### src/rtl/uart_pkg.sv
// -----------------------------------------------------------------------------
// uart_pkg
//
// Definitions shared by the UART transmit and receive paths.
//   uart_state_e        : frame sequencer states (IDLE, START, DATA, PARITY, STOP)
//   UART_IDLE           : line level while no frame is in flight (mark)
//   UART_START          : line level of the start bit (space)
//   UART_FRAME_OVERHEAD : non-data bits per frame (start + parity + stop)
//   uart_frame_cycles() : clock cycles occupied by one complete frame
// -----------------------------------------------------------------------------
package uart_pkg;

    typedef enum logic [2:0] {
        IDLE   = 3'd0,
        START  = 3'd1,
        DATA   = 3'd2,
        PARITY = 3'd3,
        STOP   = 3'd4
    } uart_state_e;

    localparam logic UART_IDLE  = 1'b1;
    localparam logic UART_START = 1'b0;

    localparam int UART_FRAME_OVERHEAD = 3;

    // Total frame duration in clock cycles for a given word length and
    // bit period.
    function automatic int uart_frame_cycles(input int word_length,
                                             input int clks_per_bit);
        return (word_length + UART_FRAME_OVERHEAD) * clks_per_bit;
    endfunction

endpackage

### src/rtl/uart_baud_gen.sv
// -----------------------------------------------------------------------------
// uart_baud_gen
//
// Bit-period timer. Counts 0..CLKS_PER_BIT-1 and wraps, flagging the final
// cycle of every bit period with a one-cycle bit_end tick.
//
// Parameters
//   CLKS_PER_BIT : clock cycles per serial bit (>= 2)
//
// Ports
//   clk     : system clock, rising edge
//   rst_n   : asynchronous active-low reset
//   clear   : synchronous clear; holds the count at 0 while asserted
//   count   : current position inside the bit period
//   bit_end : high during the last cycle of a bit period (never while clear)
// -----------------------------------------------------------------------------
module uart_baud_gen #(
    parameter int CLKS_PER_BIT = 16,
    localparam int CNT_W       = $clog2(CLKS_PER_BIT)
) (
    input  logic             clk,
    input  logic             rst_n,
    input  logic             clear,
    output logic [CNT_W-1:0] count,
    output logic             bit_end
);

    localparam logic [CNT_W-1:0] LAST_COUNT = CNT_W'(CLKS_PER_BIT - 1);

    logic at_last;

    assign at_last = (count == LAST_COUNT);

    always_ff @(posedge clk or negedge rst_n) begin
        if (!rst_n) begin
            count <= '0;
        end else if (clear || at_last) begin
            count <= '0;
        end else begin
            count <= count + CNT_W'(1);
        end
    end

    // The count sits at 0 while cleared, so gating with clear only matters
    // for the degenerate case where LAST_COUNT would otherwise match.
    assign bit_end = !clear && at_last;

endmodule

### src/rtl/uart_tx_framer.sv
// -----------------------------------------------------------------------------
// uart_tx_framer
//
// Parity-generating UART transmitter. On an accepted request it latches one
// word and sends: start bit, WORD_LENGTH data bits LSB-first, parity bit,
// stop bit. Each bit lasts CLKS_PER_BIT clock cycles, timed internally.
//
// Parameters
//   WORD_LENGTH  : data bits per frame (>= 2)
//   CLKS_PER_BIT : clock cycles per serial bit (>= 2)
//   PARITY_ODD   : 0 = even parity, 1 = odd parity
//
// Ports
//   Clk         : system clock, rising edge
//   Reset       : asynchronous active-low reset
//   Parallel_In : word to send, sampled only when a request is accepted
//   Transmit    : level request
//   Serial_Out  : serial line, idle high, registered
//   Busy        : frame in progress, registered
//   Tx_Done     : one-cycle pulse in the last cycle of the stop bit, registered
//   dbg_state   : current sequencer state (uart_state_e encoding)
//
// Request handshake: Transmit acts as a valid and !Busy as the ready. A
// request is taken on a rising edge where Transmit = 1 and Busy = 0; at any
// other time Transmit is ignored, nothing is queued and the latched word is
// untouched. Busy stays high through the Tx_Done cycle and drops on the next
// edge, so holding Transmit high yields frames separated by one idle cycle.
// -----------------------------------------------------------------------------
module uart_tx_framer
    import uart_pkg::*;
#(
    parameter int WORD_LENGTH  = 8,
    parameter int CLKS_PER_BIT = 16,
    parameter int PARITY_ODD   = 0
) (
    input  logic                   Clk,
    input  logic                   Reset,
    input  logic [WORD_LENGTH-1:0] Parallel_In,
    input  logic                   Transmit,
    output logic                   Serial_Out,
    output logic                   Busy,
    output logic                   Tx_Done,
    output logic [2:0]             dbg_state
);

    localparam int BAUD_W = $clog2(CLKS_PER_BIT);
    localparam int BIT_W  = $clog2(WORD_LENGTH);

    localparam logic [BIT_W-1:0]  LAST_BIT = BIT_W'(WORD_LENGTH - 1);
    // Count value one cycle before the end of a bit period; used to register
    // Tx_Done so it lands exactly on the final stop-bit cycle.
    localparam logic [BAUD_W-1:0] DONE_AT  = BAUD_W'(CLKS_PER_BIT - 2);
    localparam logic              ODD_BIT  = (PARITY_ODD != 0);

    uart_state_e            state_q,   state_n;
    logic [WORD_LENGTH-1:0] shift_q,   shift_n;
    logic                   parity_q,  parity_n;
    logic [BIT_W-1:0]       bit_cnt_q, bit_cnt_n;
    logic                   serial_q,  serial_n;
    logic                   busy_q,    busy_n;
    logic                   done_q,    done_n;

    logic [BAUD_W-1:0]      baud_cnt;
    logic                   bit_end;
    logic                   baud_clear;

    // Holding the timer cleared for the whole idle period means it starts
    // from 0 on the first cycle of the start bit, whenever a request lands.
    assign baud_clear = (state_q == IDLE);

    uart_baud_gen #(
        .CLKS_PER_BIT (CLKS_PER_BIT)
    ) u_baud (
        .clk     (Clk),
        .rst_n   (Reset),
        .clear   (baud_clear),
        .count   (baud_cnt),
        .bit_end (bit_end)
    );

    // -------------------------------------------------------------------------
    // State and datapath registers
    // -------------------------------------------------------------------------
    always_ff @(posedge Clk or negedge Reset) begin
        if (!Reset) begin
            state_q   <= IDLE;
            shift_q   <= '0;
            parity_q  <= 1'b0;
            bit_cnt_q <= '0;
            serial_q  <= UART_IDLE;
            busy_q    <= 1'b0;
            done_q    <= 1'b0;
        end else begin
            state_q   <= state_n;
            shift_q   <= shift_n;
            parity_q  <= parity_n;
            bit_cnt_q <= bit_cnt_n;
            serial_q  <= serial_n;
            busy_q    <= busy_n;
            done_q    <= done_n;
        end
    end

    // -------------------------------------------------------------------------
    // Next-state and next-output logic. Outputs are computed for the state
    // being entered so the registered line changes on the same edge as the
    // state does.
    // -------------------------------------------------------------------------
    always_comb begin
        state_n   = state_q;
        shift_n   = shift_q;
        parity_n  = parity_q;
        bit_cnt_n = bit_cnt_q;
        serial_n  = serial_q;
        busy_n    = busy_q;
        done_n    = 1'b0;

        unique case (state_q)
            IDLE: begin
                serial_n = UART_IDLE;
                busy_n   = 1'b0;
                if (Transmit) begin
                    state_n  = START;
                    shift_n  = Parallel_In;
                    parity_n = (^Parallel_In) ^ ODD_BIT;
                    serial_n = UART_START;
                    busy_n   = 1'b1;
                end
            end

            START: begin
                if (bit_end) begin
                    state_n   = DATA;
                    bit_cnt_n = '0;
                    serial_n  = shift_q[0];
                end
            end

            DATA: begin
                if (bit_end) begin
                    shift_n = shift_q >> 1;
                    if (bit_cnt_q == LAST_BIT) begin
                        state_n   = PARITY;
                        bit_cnt_n = '0;
                        serial_n  = parity_q;
                    end else begin
                        bit_cnt_n = bit_cnt_q + BIT_W'(1);
                        // shift_q[1] is the bit that shift_n[0] will hold.
                        serial_n  = shift_q[1];
                    end
                end
            end

            PARITY: begin
                if (bit_end) begin
                    state_n  = STOP;
                    serial_n = UART_IDLE;
                end
            end

            STOP: begin
                if (baud_cnt == DONE_AT) begin
                    done_n = 1'b1;
                end
                if (bit_end) begin
                    state_n  = IDLE;
                    serial_n = UART_IDLE;
                    busy_n   = 1'b0;
                end
            end

            default: begin
                state_n  = IDLE;
                serial_n = UART_IDLE;
                busy_n   = 1'b0;
            end
        endcase
    end

    assign Serial_Out = serial_q;
    assign Busy       = busy_q;
    assign Tx_Done    = done_q;
    assign dbg_state  = state_q;

endmodule
### config.mk
export PLATFORM = sky130hd
export DESIGN_NAME = uart_tx_framer
export DESIGN_NICKNAME = d
export VERILOG_FILES = /design/src/rtl/uart_pkg.sv /design/src/rtl/uart_baud_gen.sv /design/src/rtl/uart_tx_framer.sv
export SDC_FILE = /design/constraint.sdc
export NUM_CORES = 1
export LEC_CHECK = 0
export CORE_UTILIZATION = 47
export DETAILED_ROUTE_END_ITERATION = 10
export PLACE_DENSITY = 0.81
export SYNTH_ARGS = -nofsm -noshare
export SYNTH_HDL_FRONTEND = slang
export SYNTH_HIERARCHICAL = 1
export SYNTH_SLANG_ARGS = --single-unit
export TNS_END_PERCENT = 1
### constraint.sdc
create_clock -name Clk -period 1.8 [get_ports Clk]
set_input_delay 0.18 -clock Clk [delete_from_list [all_inputs] [get_ports Clk]]
set_output_delay 0.18 -clock Clk [all_outputs]
set_load 0.01 [all_outputs]
---- Word-level counts from Yosys, hierarchy flattened ----
Cells that the tools add are included.
operators by class
  reductions and logical operators ........ 15
  equality and inequality tests ........... 14
  multiplexer cells ....................... 25
  bitwise logic cells ..................... 1
  add/sub/neg operators ................... 2
operator list
  cell                   count
  $mux W3                8
  $mux W8                2
  $pmux W8 S2            1
  $pmux W3 S5            1
  $ne A2 B2 Y1 const B   6
  $mux W1                9
  $reduce_and A3 Y1      3
  $eq A4 B4 Y1 const B   2
  $reduce_xor A8 Y1      1
  $eq A3 B2 Y1 const B   2
  $eq A3 B3 Y1 const B   2
  $pmux W3 S2            1
  $reduce_and A6 Y1      1
  $add A4 B1 Y4 const B  1
  $mux W4                1
  $pmux W1 S4            1
  $reduce_and A2 Y1      2
  $reduce_bool A2 Y1     2
  $add A3 B1 Y3 const B  1
  $eq A3 B1 Y1 const B   1
  $logic_not A3 Y1       1
  $pmux W1 S3            1
  $reduce_or A3 Y1       1
  $ne A2 B1 Y1 const B   1
  other kinds (5)        5
storage, ports and cells
  bits in registers ....................... 22
  bits of input ports ..................... 11
  logic and storage cells ................. 65

---- Depth between registers and ports, before layout ----
Gate-level depths: netlist (run 1).
  word-level depth ........................ 5
  mapped depth ............................ 8
  depth with buffers taken out ............ 7

---- Modules after synthesis ----
Netlist (run 1), hierarchy kept.
by module, submodules not included
  module          area each (µm²)  instances  sequential area each (µm²)  cells each
  uart_tx_framer  1,004.7          1          451.7                       100
  uart_baud_gen   175.2            1          100.1                       15

---- Least setup slack after synthesis (run 1) ----
No wires, ideal clock.
  kind .................................... register to register
  from .................................... register state_q[1], in the netlist dbg_state[1]
  to ...................................... register bit_cnt_q[0]
  buffers on the path ..................... 1
  data arrival time ....................... 1.788 ns
  period minus slack after synthesis ...... 1.908 ns
  required time ........................... 1.679 ns
  stages on the path, launching flop included .. 7
  setup slack ............................. -0.108 ns
  cells stage by stage .................... dfrtp_1 > buf_6 > nor3_1 > nor2_1 > and2b_2 > a22o_1 > a22o_1
on the way
  cells in the longest elaborated chain, start to end .. 5
  elaborated cells between the ends (all ways) .. 10
ends and longest elaborated chain
  what                             RTL line              RTL
  start: declaration               uart_tx_framer.sv:55  uart_state_e state_q, state_n;
  start signal: assignment         uart_tx_framer.sv:94  state_q <= state_n;
  $logic_not A3 Y1 (*)             uart_tx_framer.sv:69  assign baud_clear = (state_q == IDLE);
  named net baud_clear             uart_tx_framer.sv:65  logic baud_clear;
  $logic_not A1 Y1 (*)             uart_baud_gen.sv:46   assign bit_end = !clear && at_last;
  $logic_and A1 B1 Y1 (*)          uart_baud_gen.sv:46
  named net bit_end                uart_tx_framer.sv:64  logic bit_end;
  $ne A2 B2 Y1 (no line)           --
  $reduce_and A3 Y1 (no line) (*)  --
  end signal: assignment           uart_tx_framer.sv:97  bit_cnt_q <= bit_cnt_n;
  end: declaration                 uart_tx_framer.sv:58  logic [BIT_W-1:0] bit_cnt_q, bit_cnt_n;
Mark *: on every way through the listed nets, which the timed path passes. The rest lies on a longest branch.
A chain may end at the register's enable or synchronous reset.

---- Final worst setup path (run 1) ----
  from .................................... register state_q[1], in the netlist dbg_state[1]
  to ...................................... output dbg_state[1]
RTL lines
  what              RTL line              RTL
  end: declaration  uart_tx_framer.sv:43  output logic [2:0] dbg_state
No word-level cell between the ends.

==> key figures, run 1 <==
Layout
  • Layout Cells excl Fill: 165
  • # nets final: 152
  • Share of layout cells above drive strength 1: 13.87%
  • Commonest non-fill, non-tap cell in the layout: dfrtp_1
  • Commonest cells after routing, fill and taps aside: dfrtp_1, clkdlybuf4s50_1, nand2_1
  • N_diodes: 0
  • Layout area overhead: 22.69%
  • Fin util: 63.02%

Global route
  • Largest net degree at the start of global routing: 21
  • Vias in the first global route: 868
  • Initial antenna violation count: 0
  • Gr ovfl total: 0
  • GR Util All Layers: 18.95%
  • Global-route wire length before repair: 3801 um

Synthesis
  • Synth Area in XOR/XNOR: 7.423%
  • Mapped Area: 1180 um2
  • EDFF count, synth: 0
  • #FFs+latches synth: 22
  • Syn_area_per_cell: 10.26 um2
  • Mapped Cells: 115
  • Post-Synth Adder-Cell Area: 3.181%
  • Synth Area in Simple Gates: 14.10%
  • Post-synthesis compound-gate area fraction: 16.44%
  • Area leader, netlist: dfrtp_1
  • Sequential-to-total area share from yosys stat: 46.77%
  • Fraction of registers with async set/reset: 100.0%
  • Top cells by area, synth: dfrtp_1, mux2i_1, xnor2_1
  • Yosys Warn Count: 6
  • Top-area cell type share of the netlist area: 44.54%
  • Post-synth cell types: 33
  • Synthesized Nets: 129
  • Largest family of logic cells by synthesized area: compound AO/OA/AOI/OAI gates
  • Top FF cell, synth: dfrtp_1
  • Multiplexer share of the synthesized area: 7.635%

Timing
  • Setup_tns: 0 ns
  • Worst slew pin tran: 0.3804 ns
  • Max Freq: 0.5970 GHz
  • RSZ-0062 raised after global routing: false
  • Final setup viols: 0
  • Relative slew slack: 74.56%
  • Final Hold Fails: 0
  • Final Skew: 0.005349 ns
  • Final period util: 93.06%
  • Final Max Tran Viols: 0
  • Min Tclk post-route: 1.675 ns
  • PnR worst setup slack: 0.1249 ns

Placement
  • GP Congestion: 0.8115
  • Inst Count DP: 160
  • Dpl ws: 0.07396 ns
  • I/O Buffers: 16
  • Post-DP HPWL: 1577 um

Critical path
  • Worst setup SP type: register
  • Setup Crit Path Kind: register to output port
  • Crit path arrival time: 1.50 ns
  • Max Fanout on Critical Path: 20
  • Crit. End Element: output port
  • CP Data Required Time: 1.62 ns

Drt
  • Avg WL per Cell: 12.67 um
  • DRC Markers: 0
  • Initial DRT Pass Iterations: 4
  • Final wirelength: 2091 um
  • Routed via count: 881
  • Via/cell ratio: 5.339
  • Post-DRT Antenna Nets: 0
  • DR iter-0 viols: 17

Pwr
  • Power density over the cells: 1407 nW/um2
  • Worst vdd ir: 1009 uV
  • Leak: 0.6095 nW

Clock network
  • Clk_lat worst skew: 0.30 ns
  • Max clock buf depth: 2
  • Clock slew seen by the registers of the worst setup and hold paths: 0.12 ns
  • Depth of the CTS H-tree: 1
  • CTS tree: done
  • Clock sink count: 22
  • Root buffer cell: clkbuf_4
  • Hold buffer count at CTS: 0
  • CTS Buf Count: 3

Die
  • Die area: 2715 um2
  • Die W: 52.11 um
  • Starting Density: 51.36%
  • Num rows: 17
  • Core area: 2297 um2
  • I/O pins: 17
  • Die extent in y: 52.11 um

Min path
  • Hold WC Path Type: input port to async pin

Flow run
  • Max-cap violations: 0

Status
  • Status: complete, no violations
## sequential cells by signal, summed over array words and instances, names as in the netlist
register / count
shift_q: 8
dbg_state: 3
Serial_Out: 1
parity_q: 1
Busy: 1
bit_cnt_q: 3
Tx_Done: 1
u_baud/count: 4
## power breakdown
group	internal (mW)	switching [mW]
Combinational	0.485	0.448
Sequential	0.707	0.163
Clock	0.0863	0.146
Total	1.28	0.758
## Yosys cell counts (3+ instances only)
cell,count
o21ai_0,4
nand2_1,14
a22o_1,4
a31oi_1,3
dfrtp_1,21
o21ai_1,9
ha_1,3
xnor2_1,8
buf_2,3
nor2_1,6
nand3_1,3
mux2i_1,9
## worst paths after layout
check,from,end,slack [ns],cells after the start
worst max-delay path,dbg_state[1],dbg_state[1],0.12,2
worst min-delay path,Reset,dbg_state[2],0.14,1
worst min register to register,shift_q[5],shift_q[5],0.50,2
worst max register to register,u_baud/count[0],bit_cnt_q[2],0.16,6
max in group asynchronous,Reset,shift_q[4],1.13,2
min in group Clk,Parallel_In[7],shift_q[7],0.49,3
## final cells by class
cell class	instances	area, um2
fillers	210	849.6
repair buffers	24	236.5
well taps	28	35.03
clock buffers	4	26.28
flip-flops and latches	22	551.8
inverters	2	7.507
multi-input cells	85	590.6
## through the flow
stage | cell area [um2] | hold WS [ns] | total power [mW]
final | 1448 | 0.1432 | 2.037
after global routing | 1448 | 0.1673 | 2.210
after CTS | 1414 | 0.1472 | 2.014
after detailed placement | 1388 | 0.4794 | 1.781
after global placement | 1388 | 0.4690 | 1.730
after floorplan | 1185 | -0.1156 | 1.517
## worst max-delay path, cell delays in order (launching register included)
cell and delay, ns:
dfrtp_1 0.40, buf_6 0.22, clkdlybuf4s50_1 0.57
## kinds of logic after synthesis
group                      count (synthesis)
and+or+nand+nor                           34
AOI/OAI and AO/OA                         29
DFF                                       22
xor gates and xnor gates                  10
muxes                                      9
buffers and inverters                      8
adders and majority gates                  3
## what timing repair did
item,in CTS,in global routing
resized for setup,0,4
endpoints found under the hold margin,0,0
buffers inserted,0,1
setup endpoints to repair,0,12
## routing by layer
metal | global-route usage, % | vias to the layer above | share of wire (%)
li1 | - | 451 | -
met1 | 23.66 | 415 | 48
met2 | 32.91 | 15 | 49
met3 | 2.632 | 0 | 3.0
met4 | 6.757 | 0 | 0
met5 | 0 | - | 0
Power figures use the tool's default switching activity.
==> run 2: changes to the inputs <==
==> constraint.sdc (replaced) <==
create_clock -name Clk -period 1.8 [get_ports Clk]
set_input_delay 0.36 -clock Clk [delete_from_list [all_inputs] [get_ports Clk]]
set_output_delay 0.36 -clock Clk [all_outputs]
set_load 0.01 [all_outputs]
==> key figures, run 2 (synthesis results as in run 1) <==
Layout
  • Commonest cells after routing, fill and taps aside: dfrtp_1, clkdlybuf4s50_1, nand2_1
  • Top Registers: shift_q (8), u_baud/count (4)
  • Commonest non-fill, non-tap cell in the layout: dfrtp_1
  • N_diodes: 0
  • Biggest register: shift_q
  • Number of flip-flops in the largest register: 8
  • # nets final: 153
  • Layout area overhead: 22.37%
  • Share of layout cells above drive strength 1: 15.22%
  • Fin util: 62.85%
  • Final Instance Area: 1444 um2

Timing
  • Max Freq: 0.5738 GHz
  • RSZ-0062 raised after global routing: false
  • Hold_ws: 0.3829 ns
  • Relative slew slack: 75.77%
  • Final Skew: 0.002708 ns
  • Final setup viols: 0
  • Worst slew pin tran: 0.3621 ns
  • Final Max Tran Viols: 0
  • Final Hold Fails: 0
  • Final period util: 96.82%
  • Min Tclk post-route: 1.743 ns
  • Setup_tns: 0 ns

Critical path
  • RR Startpoint: u_baud/count[1]
  • Setup Crit Path Kind: register to output port
  • Reg2reg setup slack: 0.19 ns
  • Number of cells on the critical path: 1
  • Crit path arrival time: 1.38 ns
  • Critical path's top delay family: flip-flops
  • WP buf/inv: 1
  • CP max stage delay: 0.55 ns
  • Crit-path slowest cell: dfstp_2
  • Reg2reg path depth: 6
  • Worst setup SP type: register
  • Crit. End Element: output port
  • Max Fanout on Critical Path: 2
  • R2R Path End: bit_cnt_q[1]
  • Worst path cell trace: clkdlybuf4s50_1
  • CP Data Required Time: 1.44 ns

Drt
  • Final wirelength: 2295 um
  • DRC Markers: 0
  • Via/cell ratio: 5.488
  • Avg WL per Cell: 13.83 um
  • Routed via count: 911
  • Initial DRT Pass Iterations: 4
  • Post-DRT Antenna Nets: 0
  • DR iter-0 viols: 18

Clock network
  • Root buffer cell: clkbuf_4
  • CTS Buf Count: 3
  • CTS tree: done
  • Clk_lat worst skew: 0.31 ns
  • Max clock buf depth: 2
  • Clock slew seen by the registers of the worst setup and hold paths: 0.12 ns
  • Depth of the CTS H-tree: 1
  • Hold buffer count at CTS: 0
  • Clock sink count: 22

Die
  • Die W: 52.11 um
  • Num rows: 17
  • Die area: 2715 um2
  • Core area: 2297 um2
  • I/O pins: 17
  • Starting Density: 51.36%
  • Die extent in y: 52.11 um

Pwr
  • Leak: 0.6127 nW
  • P_sw: 0.7713 mW
  • Power density over the cells: 1447 nW/um2
  • Gate power share: 44.8%
  • Worst vdd ir: 732.0 uV
  • Post-route total power: 2.090 mW
  • Sw frac: 36.91%
  • Internal: 1.318 mW
  • Clock share of power: 13.1%
  • Part of the power in registers: 42.1%

Status
  • Status: complete, no violations

Global route
  • Global-route wire length before repair: 4202 um
  • GR Util All Layers: 21.03%
  • Gr ovfl total: 0
  • Initial antenna violation count: 0
  • Vias in the first global route: 989
  • Largest net degree at the start of global routing: 23

Placement
  • I/O Buffers: 16
  • GP Congestion: 0.7829
  • Placed Area: 1395 um2

Flow run
  • Max-cap violations: 0

Min path
  • Hold WC Path Type: input port to async pin
## run 2: changes by cell type in the layout (fill, tap and decap cells not counted), sizes merged
cell  change
buf       +1
## run 2: worst max path at each step
stage,startpoint,to
6_report,Serial_Out,Serial_Out
5_1_grt,u_baud/count[1],bit_cnt_q[1]
4_1_cts,Serial_Out,Serial_Out
3_5_place_dp,u_baud/count[0],bit_cnt_q[1]
3_3_place_gp,u_baud/count[0],bit_cnt_q[1]
2_1_floorplan,dbg_state[1],bit_cnt_q[0]
## run 2: timing repair
action                     CTS  global route
gates resized for setup      0             2
hold endpoints to repair     0             0
setup endpoints to repair    0            11
setup buffers                0             1
## run 2: worst register-to-register path, delay by kind of cell, from the launching register on
family,cells,cell delay [ns]
AO/OA/AOI/OAI,2,0.35
adder cells (fa/ha/maj),1,0.25
flip-flops,1,0.42
AND/OR/NAND/NOR,3,0.49
## run 2: cell type report
type	instances	area, um2
clock buffers	4	36.28
fillers	201	853.3
inverters	2	7.507
multi-input cells	85	585.6
flip-flops and latches	22	551.8
well taps	28	35.03
repair buffers	25	227.7
## run 2: power groups by stage
stage               registers, mW  clock network, mW  logic, mW
detailed placement          0.887                  0      0.910
CTS                         0.881              0.280      0.908
finish                      0.880              0.274      0.936
global route                0.908              0.304       1.06
global placement            0.873                  0      0.867
floorplan                   0.859                  0      0.658
## run 2: layer usage
| layer | vias up | global-route usage (%) | routed length [um] | share of wire [%] |
|---|---|---|---|---|
| li1 | 451 | - | - | - |
| met4 | 0 | 6.757 | 39 | 1.7 |
| met1 | 434 | 25.23 | 1038 | 45 |
| met5 | - | 0 | 0 | 0 |
| met2 | 22 | 38.25 | 1140 | 50 |
| met3 | 4 | 2.632 | 76 | 3.3 |
## run 2: through the flow
stage	worst slack (ns)	instances
floorplan	0.05999	115
global placement	0.1566	161
detailed placement	0.1108	161
CTS	0.04150	165
global route	0.005359	166
finish	0.05726	166
